$ cat src/rtl/draw_cmdfeed_if.sv
// Bus bundle between the command feeder, the VRAM read port and the drawer
// register interface; the feeder side is the master.
interface draw_cmdfeed_if;
  logic        mem_req;
  logic [22:0] mem_adr;
  logic        mem_ack;
  logic        mem_rvalid;
  logic [31:0] mem_rdata;
  logic        drw_req;
  logic        reg_eodl;
  logic        cif_drwsel;
  logic [3:0]  cif_regwrite;
  logic        cif_regread;
  logic [3:0]  cif_regadr;
  logic [31:0] cif_regwdata;

  modport master (
    output mem_req, mem_adr, cif_drwsel, cif_regwrite, cif_regread, cif_regadr, cif_regwdata,
    input  mem_ack, mem_rvalid, mem_rdata, drw_req, reg_eodl
  );

  modport slave (
    input  mem_req, mem_adr, cif_drwsel, cif_regwrite, cif_regread, cif_regadr, cif_regwdata,
    output mem_ack, mem_rvalid, mem_rdata, drw_req, reg_eodl
  );
endinterface

$ cat src/rtl/draw_cmdfeed.sv
// Streams a display list from VRAM into the drawer command register, kicks the
// drawer after the first word. Define DRAW_CMDFEED_TIMEOUT_EN for a memory-stall watchdog.
module draw_cmdfeed (
  input  logic          clk,
  input  logic          rst_x,
  input  logic          start,
  input  logic          abort,
  input  logic [22:0]   dl_base,
  input  logic [15:0]   dl_words,
  output logic          busy,
  output logic          done,
  output logic          err,
  draw_cmdfeed_if.master bus
);

  typedef enum logic [2:0] {
    S_IDLE,
    S_FETCH,
    S_WAIT,
    S_WRITE,
    S_KICK,
    S_WAITEND
  } state_t;

  state_t      state;
  state_t      state_nxt;
  logic [22:0] addr;
  logic [15:0] remaining;
  logic [31:0] data;
  logic        kicked;
  logic        done_q;
  logic        err_q;
  logic        tmo_hit;
  logic        quit;
  logic        wr_data_cyc;
  logic        kick_cyc;

`ifdef DRAW_CMDFEED_TIMEOUT_EN
  logic [9:0] tmo_cnt;

  // Counts cycles stuck on the memory side; restarts whenever FETCH or WAIT is entered.
  always_ff @(posedge clk or negedge rst_x) begin
    if (!rst_x) begin
      tmo_cnt <= '0;
    end else if ((state_nxt != state) && ((state_nxt == S_FETCH) || (state_nxt == S_WAIT))) begin
      tmo_cnt <= '0;
    end else if ((state == S_FETCH) || (state == S_WAIT)) begin
      tmo_cnt <= tmo_cnt + 10'd1;
    end
  end

  assign tmo_hit = ((state == S_FETCH) || (state == S_WAIT)) && (tmo_cnt == 10'd1023);
`else
  assign tmo_hit = 1'b0;
`endif

  assign quit        = abort || tmo_hit;
  assign wr_data_cyc = (state == S_WRITE) && bus.drw_req && !quit;
  assign kick_cyc    = (state == S_KICK) && !quit;

  always_ff @(posedge clk or negedge rst_x) begin
    if (!rst_x) begin
      state <= S_IDLE;
    end else begin
      state <= state_nxt;
    end
  end

  // remaining is decremented on the WRITE cycle, so "nothing left" there is remaining==1.
  always_comb begin
    state_nxt = state;
    case (state)
      S_IDLE:    if (start && (dl_words != 16'd0)) state_nxt = S_FETCH;
      S_FETCH:   if (bus.mem_ack) state_nxt = S_WAIT;
      S_WAIT:    if (bus.mem_rvalid) state_nxt = S_WRITE;
      S_WRITE: begin
        if (bus.drw_req) begin
          if (!kicked)                  state_nxt = S_KICK;
          else if (remaining != 16'd1)  state_nxt = S_FETCH;
          else                          state_nxt = S_WAITEND;
        end
      end
      S_KICK:    state_nxt = (remaining != 16'd0) ? S_FETCH : S_WAITEND;
      S_WAITEND: if (bus.reg_eodl) state_nxt = S_IDLE;
      default:   state_nxt = S_IDLE;
    endcase
    if (quit) state_nxt = S_IDLE;
  end

  always_comb begin
    bus.mem_req      = (state == S_FETCH) && !quit;
    bus.mem_adr      = (state == S_FETCH) ? addr : '0;
    bus.cif_drwsel   = wr_data_cyc || kick_cyc;
    bus.cif_regwrite = (wr_data_cyc || kick_cyc) ? 4'hF : 4'h0;
    bus.cif_regread  = 1'b0;
    bus.cif_regadr   = kick_cyc ? 4'h1 : 4'h0;
    bus.cif_regwdata = '0;
    if (wr_data_cyc)   bus.cif_regwdata = data;
    else if (kick_cyc) bus.cif_regwdata = 32'h1;
  end

  // Datapath; an aborted transfer leaves no side effects other than the IDLE return.
  always_ff @(posedge clk or negedge rst_x) begin
    if (!rst_x) begin
      addr      <= '0;
      remaining <= '0;
      data      <= '0;
      kicked    <= 1'b0;
      done_q    <= 1'b0;
      err_q     <= 1'b0;
    end else begin
      done_q <= 1'b0;
      if ((state == S_IDLE) && start && !abort) begin
        if (dl_words != 16'd0) begin
          addr      <= dl_base;
          remaining <= dl_words;
          kicked    <= 1'b0;
          err_q     <= 1'b0;
        end else begin
          done_q <= 1'b1;
        end
      end
      if ((state == S_WAIT) && bus.mem_rvalid && !quit) data <= bus.mem_rdata;
      if (wr_data_cyc) begin
        addr      <= addr + 23'd1;
        remaining <= remaining - 16'd1;
      end
      if (kick_cyc) kicked <= 1'b1;
      if ((state == S_WAITEND) && bus.reg_eodl && !abort) done_q <= 1'b1;
      if (tmo_hit) err_q <= 1'b1;
    end
  end

  assign busy = (state != S_IDLE);
  assign done = done_q;
  assign err  = err_q;

endmodule

$ cat src/flat_wrapper.sv
// flat-port wrapper written by rule: the top's interface ports become plain ports
module draw_cmdfeed_flat 
  (clk, rst_x, start, abort, dl_base, dl_words, busy, done, err, bus_mem_req, bus_mem_adr, bus_cif_drwsel, bus_cif_regwrite, bus_cif_regread, bus_cif_regadr, bus_cif_regwdata, bus_mem_ack, bus_mem_rvalid, bus_mem_rdata, bus_drw_req, bus_reg_eodl);
  draw_cmdfeed_if bus_i ();
  input  logic clk;
  input  logic rst_x;
  input  logic start;
  input  logic abort;
  input  logic [22:0] dl_base;
  input  logic [15:0] dl_words;
  output logic busy;
  output logic done;
  output logic err;
  output wire logic [$bits(bus_i.mem_req)-1:0] bus_mem_req;
  output wire logic [$bits(bus_i.mem_adr)-1:0] bus_mem_adr;
  output wire logic [$bits(bus_i.cif_drwsel)-1:0] bus_cif_drwsel;
  output wire logic [$bits(bus_i.cif_regwrite)-1:0] bus_cif_regwrite;
  output wire logic [$bits(bus_i.cif_regread)-1:0] bus_cif_regread;
  output wire logic [$bits(bus_i.cif_regadr)-1:0] bus_cif_regadr;
  output wire logic [$bits(bus_i.cif_regwdata)-1:0] bus_cif_regwdata;
  input wire logic [$bits(bus_i.mem_ack)-1:0] bus_mem_ack;
  input wire logic [$bits(bus_i.mem_rvalid)-1:0] bus_mem_rvalid;
  input wire logic [$bits(bus_i.mem_rdata)-1:0] bus_mem_rdata;
  input wire logic [$bits(bus_i.drw_req)-1:0] bus_drw_req;
  input wire logic [$bits(bus_i.reg_eodl)-1:0] bus_reg_eodl;
  assign bus_mem_req = bus_i.mem_req;
  assign bus_mem_adr = bus_i.mem_adr;
  assign bus_cif_drwsel = bus_i.cif_drwsel;
  assign bus_cif_regwrite = bus_i.cif_regwrite;
  assign bus_cif_regread = bus_i.cif_regread;
  assign bus_cif_regadr = bus_i.cif_regadr;
  assign bus_cif_regwdata = bus_i.cif_regwdata;
  assign bus_i.mem_ack = bus_mem_ack;
  assign bus_i.mem_rvalid = bus_mem_rvalid;
  assign bus_i.mem_rdata = bus_mem_rdata;
  assign bus_i.drw_req = bus_drw_req;
  assign bus_i.reg_eodl = bus_reg_eodl;
  draw_cmdfeed u_core (.clk(clk), .rst_x(rst_x), .start(start), .abort(abort), .dl_base(dl_base), .dl_words(dl_words), .busy(busy), .done(done), .err(err), .bus(bus_i));
endmodule
$ cat config.mk
export PLATFORM = sky130hd
export DESIGN_NAME = draw_cmdfeed_flat
export DESIGN_NICKNAME = d
export VERILOG_FILES = /design/src/rtl/draw_cmdfeed_if.sv /design/src/rtl/draw_cmdfeed.sv /design/src/flat_wrapper.sv
export SDC_FILE = /design/constraint.sdc
export NUM_CORES = 1
export LEC_CHECK = 0
export BUFFER_PORTS_ARGS = -buffer_cell sky130_fd_sc_hd__buf_4
export CAP_MARGIN = 10
export CORE_MARGIN = 2
export CORE_UTILIZATION = 45
export CTS_CLUSTER_DIAMETER = 150
export DETAILED_ROUTE_END_ITERATION = 16
export PLACE_DENSITY = 0.77
export SKIP_LAST_GASP = 1
export SYNTH_ARGS = -nofsm -noshare
export SYNTH_HDL_FRONTEND = slang
export SYNTH_SLANG_ARGS = --single-unit
$ cat constraint.sdc
create_clock -name clk -period 1.8 [get_ports clk]
set_input_delay 0.18 -clock clk [delete_from_list [all_inputs] [get_ports clk]]
set_output_delay 0.18 -clock clk [all_outputs]
set_load 0.01 [all_outputs]
==> run_summary.xml <==
<?xml version="1.0" encoding="UTF-8"?>
<metrics>
  <group name="clocking">
    <metric name="clockRootBuffer" unit="">sky130_fd_sc_hd__clkbuf_8</metric>
    <metric name="tritoncts_clock_tree" unit="">built</metric>
    <metric name="cts_htree_levels" unit="">3</metric>
    <metric name="clock_buffer_count_from_cts" unit="">9</metric>
    <metric name="cts.clk_slew.worst_paths" unit="ns">0.09</metric>
    <metric name="insertion_delay" unit="ns">0.35</metric>
    <metric name="cts_sinks" unit="">76</metric>
    <metric name="ctsLongestPathBuffers" unit="">2</metric>
  </group>
  <group name="placed_design">
    <metric name="placement.setup.worst_slack" unit="ns">-0.119</metric>
    <metric name="post-dp-hpwl" unit="um">9360</metric>
    <metric name="port_buffers" unit="">142</metric>
    <metric name="finalWeightedCongestion" unit="">0.862</metric>
  </group>
  <group name="synth">
    <metric name="synth.distinct_cells" unit="">53</metric>
    <metric name="yosysWarningCount" unit="">0</metric>
    <metric name="syn-mean-instance-area" unit="um2">9.43</metric>
    <metric name="ys_seq_elements" unit="">76</metric>
    <metric name="synth_seq_area_share" unit="%">43.6</metric>
    <metric name="dominantRegCellSynth" unit="">sky130_fd_sc_hd__dfrtp_1</metric>
    <metric name="postSynth.asyncResetShare" unit="%">100</metric>
    <metric name="netlist_instances" unit="">463</metric>
    <metric name="synth_enable_flop_cells" unit="">0</metric>
    <metric name="synth_area" unit="mm2">0.00437</metric>
  </group>
  <group name="cells_and_area">
    <metric name="post_route_cells_drive_above_1_share" unit="%">44.9</metric>
    <metric name="fill_cells" unit="">693</metric>
    <metric name="flow.area_growth_from_synthesis" unit="%">47.8</metric>
    <metric name="commonest_non_fill_non_tap_cells_in_the_layout" unit="">sky130_fd_sc_hd__buf_4, sky130_fd_sc_hd__dfrtp_1, sky130_fd_sc_hd__and2_1</metric>
    <metric name="leading_cell_type_in_the_layout_fill_and_taps_excluded" unit="">sky130_fd_sc_hd__buf_4</metric>
    <metric name="final_nets" unit="">729</metric>
    <metric name="diodes_inserted" unit="">0</metric>
  </group>
  <group name="power_and_ir_drop">
    <metric name="static-leakage-power" unit="uW">0.00306</metric>
    <metric name="worst_ir_drop_vdd" unit="mV">0.521</metric>
    <metric name="power.density_cell_area" unit="mW/mm2">863</metric>
  </group>
  <group name="routing">
    <metric name="routedWlPerCell" unit="um">17.5</metric>
    <metric name="route.final.wire_length" unit="um">13700</metric>
    <metric name="drt-vias-per-instance" unit="">5.66</metric>
    <metric name="drc_errors" unit="">0</metric>
    <metric name="drt_pre_antenna_iters" unit="">5</metric>
    <metric name="number_of_vias_in_the_routed_layout" unit="">4420</metric>
    <metric name="final_antenna_net_count" unit="">0</metric>
    <metric name="drt_first_iter_violations" unit="">360</metric>
  </group>
  <group name="sta">
    <metric name="hold_viol_final" unit="">0</metric>
    <metric name="max_freq" unit="GHz">0.540</metric>
    <metric name="final_period_minus_worst_setup_slack" unit="ns">1.85</metric>
    <metric name="setup-violations-final" unit="">42</metric>
    <metric name="finalClockSkew" unit="ns">0.0105</metric>
    <metric name="report.final.slew_viol_count" unit="">0</metric>
    <metric name="slew-limit-headroom" unit="%">62.9</metric>
    <metric name="max_slew.worst_pin.slew" unit="ns">0.556</metric>
    <metric name="post_route_clock_period_utilization" unit="%">103</metric>
    <metric name="grt_setup_unrepaired" unit="">true</metric>
    <metric name="fin_ws" unit="ns">-0.0523</metric>
    <metric name="finalSetupTns" unit="ns">-1.24</metric>
  </group>
  <group name="grt">
    <metric name="antenna_found_initial" unit="">0</metric>
    <metric name="first_global_vias" unit="">4397</metric>
    <metric name="global_route.usage.met3" unit="%">7.19</metric>
    <metric name="grt_use_met2" unit="%">42.8</metric>
    <metric name="grt.busiest_layer" unit="">met2</metric>
    <metric name="remaining_global_route_overflow" unit="">0</metric>
    <metric name="pin_count_of_the_biggest_net_entering_global_routing" unit="">43</metric>
    <metric name="gr-usage-all-layers" unit="%">25.0</metric>
    <metric name="global_route_wire_length_before_repair" unit="um">20800</metric>
    <metric name="global_route.usage.met1" unit="%">30.6</metric>
  </group>
  <group name="outcome">
    <metric name="status" unit="">finished with violations</metric>
    <metric name="violations" unit="">negative setup slack</metric>
  </group>
  <group name="worst_setup_path">
    <metric name="critPathLaunchType" unit="">flip-flop</metric>
    <metric name="worstSetupPathDepth" unit="">5</metric>
    <metric name="crit_required" unit="ns">1.62</metric>
    <metric name="critical_path_class" unit="">flip-flop to output pin</metric>
    <metric name="worst-r2r-setup-slack" unit="ns">0.07</metric>
    <metric name="end_kind" unit="">output pin</metric>
    <metric name="reg2reg_depth" unit="">7</metric>
    <metric name="crit_top_cell" unit="">sky130_fd_sc_hd__buf_4</metric>
    <metric name="worstPathBufferInverterCount" unit="">3</metric>
    <metric name="crit_path_top_delay_cell" unit="">sky130_fd_sc_hd__dfrtp_2</metric>
    <metric name="crit_arrival" unit="ns">1.67</metric>
    <metric name="critical_path.max_fanout" unit="">4</metric>
    <metric name="worst_path_largest_cell_delay" unit="ns">0.46</metric>
    <metric name="crit_path_cell_trace" unit="">buf_6, nand2b_4, buf_4, nor3_1, buf_4</metric>
    <metric name="crit_path_max_delay_family" unit="">buffers and inverters</metric>
  </group>
  <group name="worst_hold_path">
    <metric name="worst_hold_path_type" unit="">input port to flip-flop</metric>
    <metric name="whs_path_depth" unit="">3</metric>
  </group>
  <group name="die">
    <metric name="die_width" unit="um">102</metric>
    <metric name="initial_core_util" unit="%">46.8</metric>
    <metric name="ios" unit="">148</metric>
    <metric name="die_area" unit="mm2">0.0105</metric>
    <metric name="die_height" unit="um">102</metric>
    <metric name="core.rowCount" unit="">35</metric>
    <metric name="core" unit="mm2">0.00933</metric>
  </group>
  <group name="job">
    <metric name="drv.max_cap_violation_count" unit="">0</metric>
  </group>
</metrics>
==> through the flow <==
stage | total power [uW] | util, % | std cells | hold WS (ns) | instance area, um2
2_1_floorplan | 3240 | - | 467 | -0.116 | 4380
3_3_place_gp | 3790 | 61.9 | 745 | 0.202 | 5770
3_5_place_dp | 3880 | 61.9 | 745 | 0.204 | 5770
4_1_cts | 5470 | 66.3 | 769 | 0.0316 | 6180
5_1_grt | 5840 | 69.2 | 781 | 0.0371 | 6450
6_report | 5570 | 69.2 | 781 | 0.0443 | 6450
==> power breakdown <==
group | switching [uW] | internal, uW
clock | 686 | 825
combinational | 679 | 832
sequential | 390 | 2150
total | 1760 | 3810
==> registers in the layout, summed over array words and instances, names as in the netlist <==
| name | flops |
|---|---|
| u_core.data | 32 |
| u_core.addr | 23 |
| u_core.remaining | 16 |
| u_core.state | 3 |
| u_core.done | 1 |
| u_core.kicked | 1 |
==> worst paths after layout <==
kind                                             start                               to
hold reg to reg            u_core.data[29]$_DFFE_PN0P_      u_core.data[29]$_DFFE_PN0P_
setup reg to reg            u_core.addr[1]$_DFFE_PN0P_      u_core.addr[12]$_DFFE_PN0P_
setup / recovery           u_core.state[1]$_DFFE_PN0P_                  bus_mem_adr[22]
hold / removal                             dl_base[11]      u_core.addr[11]$_DFFE_PN0P_
max in group asynchronous                        rst_x  u_core.remaining[6]$_DFFE_PN0P_
min in group asynchronous                        rst_x       u_core.data[6]$_DFFE_PN0P_
==> cell families (layout without fill, tap and decap cells) <==
group	after synthesis	count (layout)	share of synthesized area [%]
other cells	1	5	0.0859
buf+inv	48	233	5.53
flops	76	76	43.6
simple gates	214	214	27.7
xor+xnor	1	1	0.201
compound gates	88	88	13.8
mux	32	32	8.25
fa+ha+maj	3	3	0.860
==> cell usage after synthesis, types with 6 or more instances <==
library cell,number,share of area [%]
sky130_fd_sc_hd__buf_4,11,1.9
sky130_fd_sc_hd__nand3_1,18,2.1
sky130_fd_sc_hd__and3_1,10,1.4
sky130_fd_sc_hd__nor2_1,34,2.9
sky130_fd_sc_hd__nand4_1,8,1.1
sky130_fd_sc_hd__a21oi_1,14,1.6
sky130_fd_sc_hd__dfrtp_1,76,44
sky130_fd_sc_hd__o22ai_1,7,1.0
sky130_fd_sc_hd__nor4_1,7,1.0
sky130_fd_sc_hd__mux2_2,32,8.3
sky130_fd_sc_hd__o211ai_1,6,1.0
sky130_fd_sc_hd__buf_2,9,1.0
sky130_fd_sc_hd__a311oi_1,7,1.4
sky130_fd_sc_hd__clkbuf_1,14,1.2
sky130_fd_sc_hd__and2_1,56,8.0
sky130_fd_sc_hd__nor3_1,25,2.9
sky130_fd_sc_hd__a211oi_1,14,2.4
sky130_fd_sc_hd__o21ai_0,16,1.8
sky130_fd_sc_hd__inv_1,12,1.0
sky130_fd_sc_hd__nand2_1,29,2.5
==> layout make-up <==
class	count	area (um2)	area share [%]
multi-input cells	343	2370	36.7
clock inverters	5	83.8	1.30
flip-flops and latches	76	1900	29.5
inverters	12	45.0	0.698
well taps	129	161	2.50
clock buffers	11	141	2.19
repair buffers	205	1750	27.1
==> routing by layer <==
layer  share of wire (%)  routed length, um
met5                   0                  0
met4                 1.4                188
met3                 8.5               1170
met2                  51               6940
met1                  39               5400
==> what timing repair did <==
item / in CTS / in global routing
setup buffers: 5 / 9
endpoints found under the setup margin: 60 / 54
gates cloned: 2 / 3
hold endpoints to repair: 41 / 0
gates resized for setup: 38 / 28
hold buffers: 1 / 0
pin swaps: 6 / 17
==> worst register-to-register path: stages (launching register included) <==
cell,delay [ns]
sky130_fd_sc_hd__dfrtp_1,0.38
sky130_fd_sc_hd__ha_2,0.22
sky130_fd_sc_hd__nand4_1,0.18
sky130_fd_sc_hd__buf_4,0.20
sky130_fd_sc_hd__buf_4,0.13
sky130_fd_sc_hd__nor3_1,0.12
sky130_fd_sc_hd__o21ai_0,0.10
sky130_fd_sc_hd__a221o_1,0.29
Power figures use the tool's default switching activity.
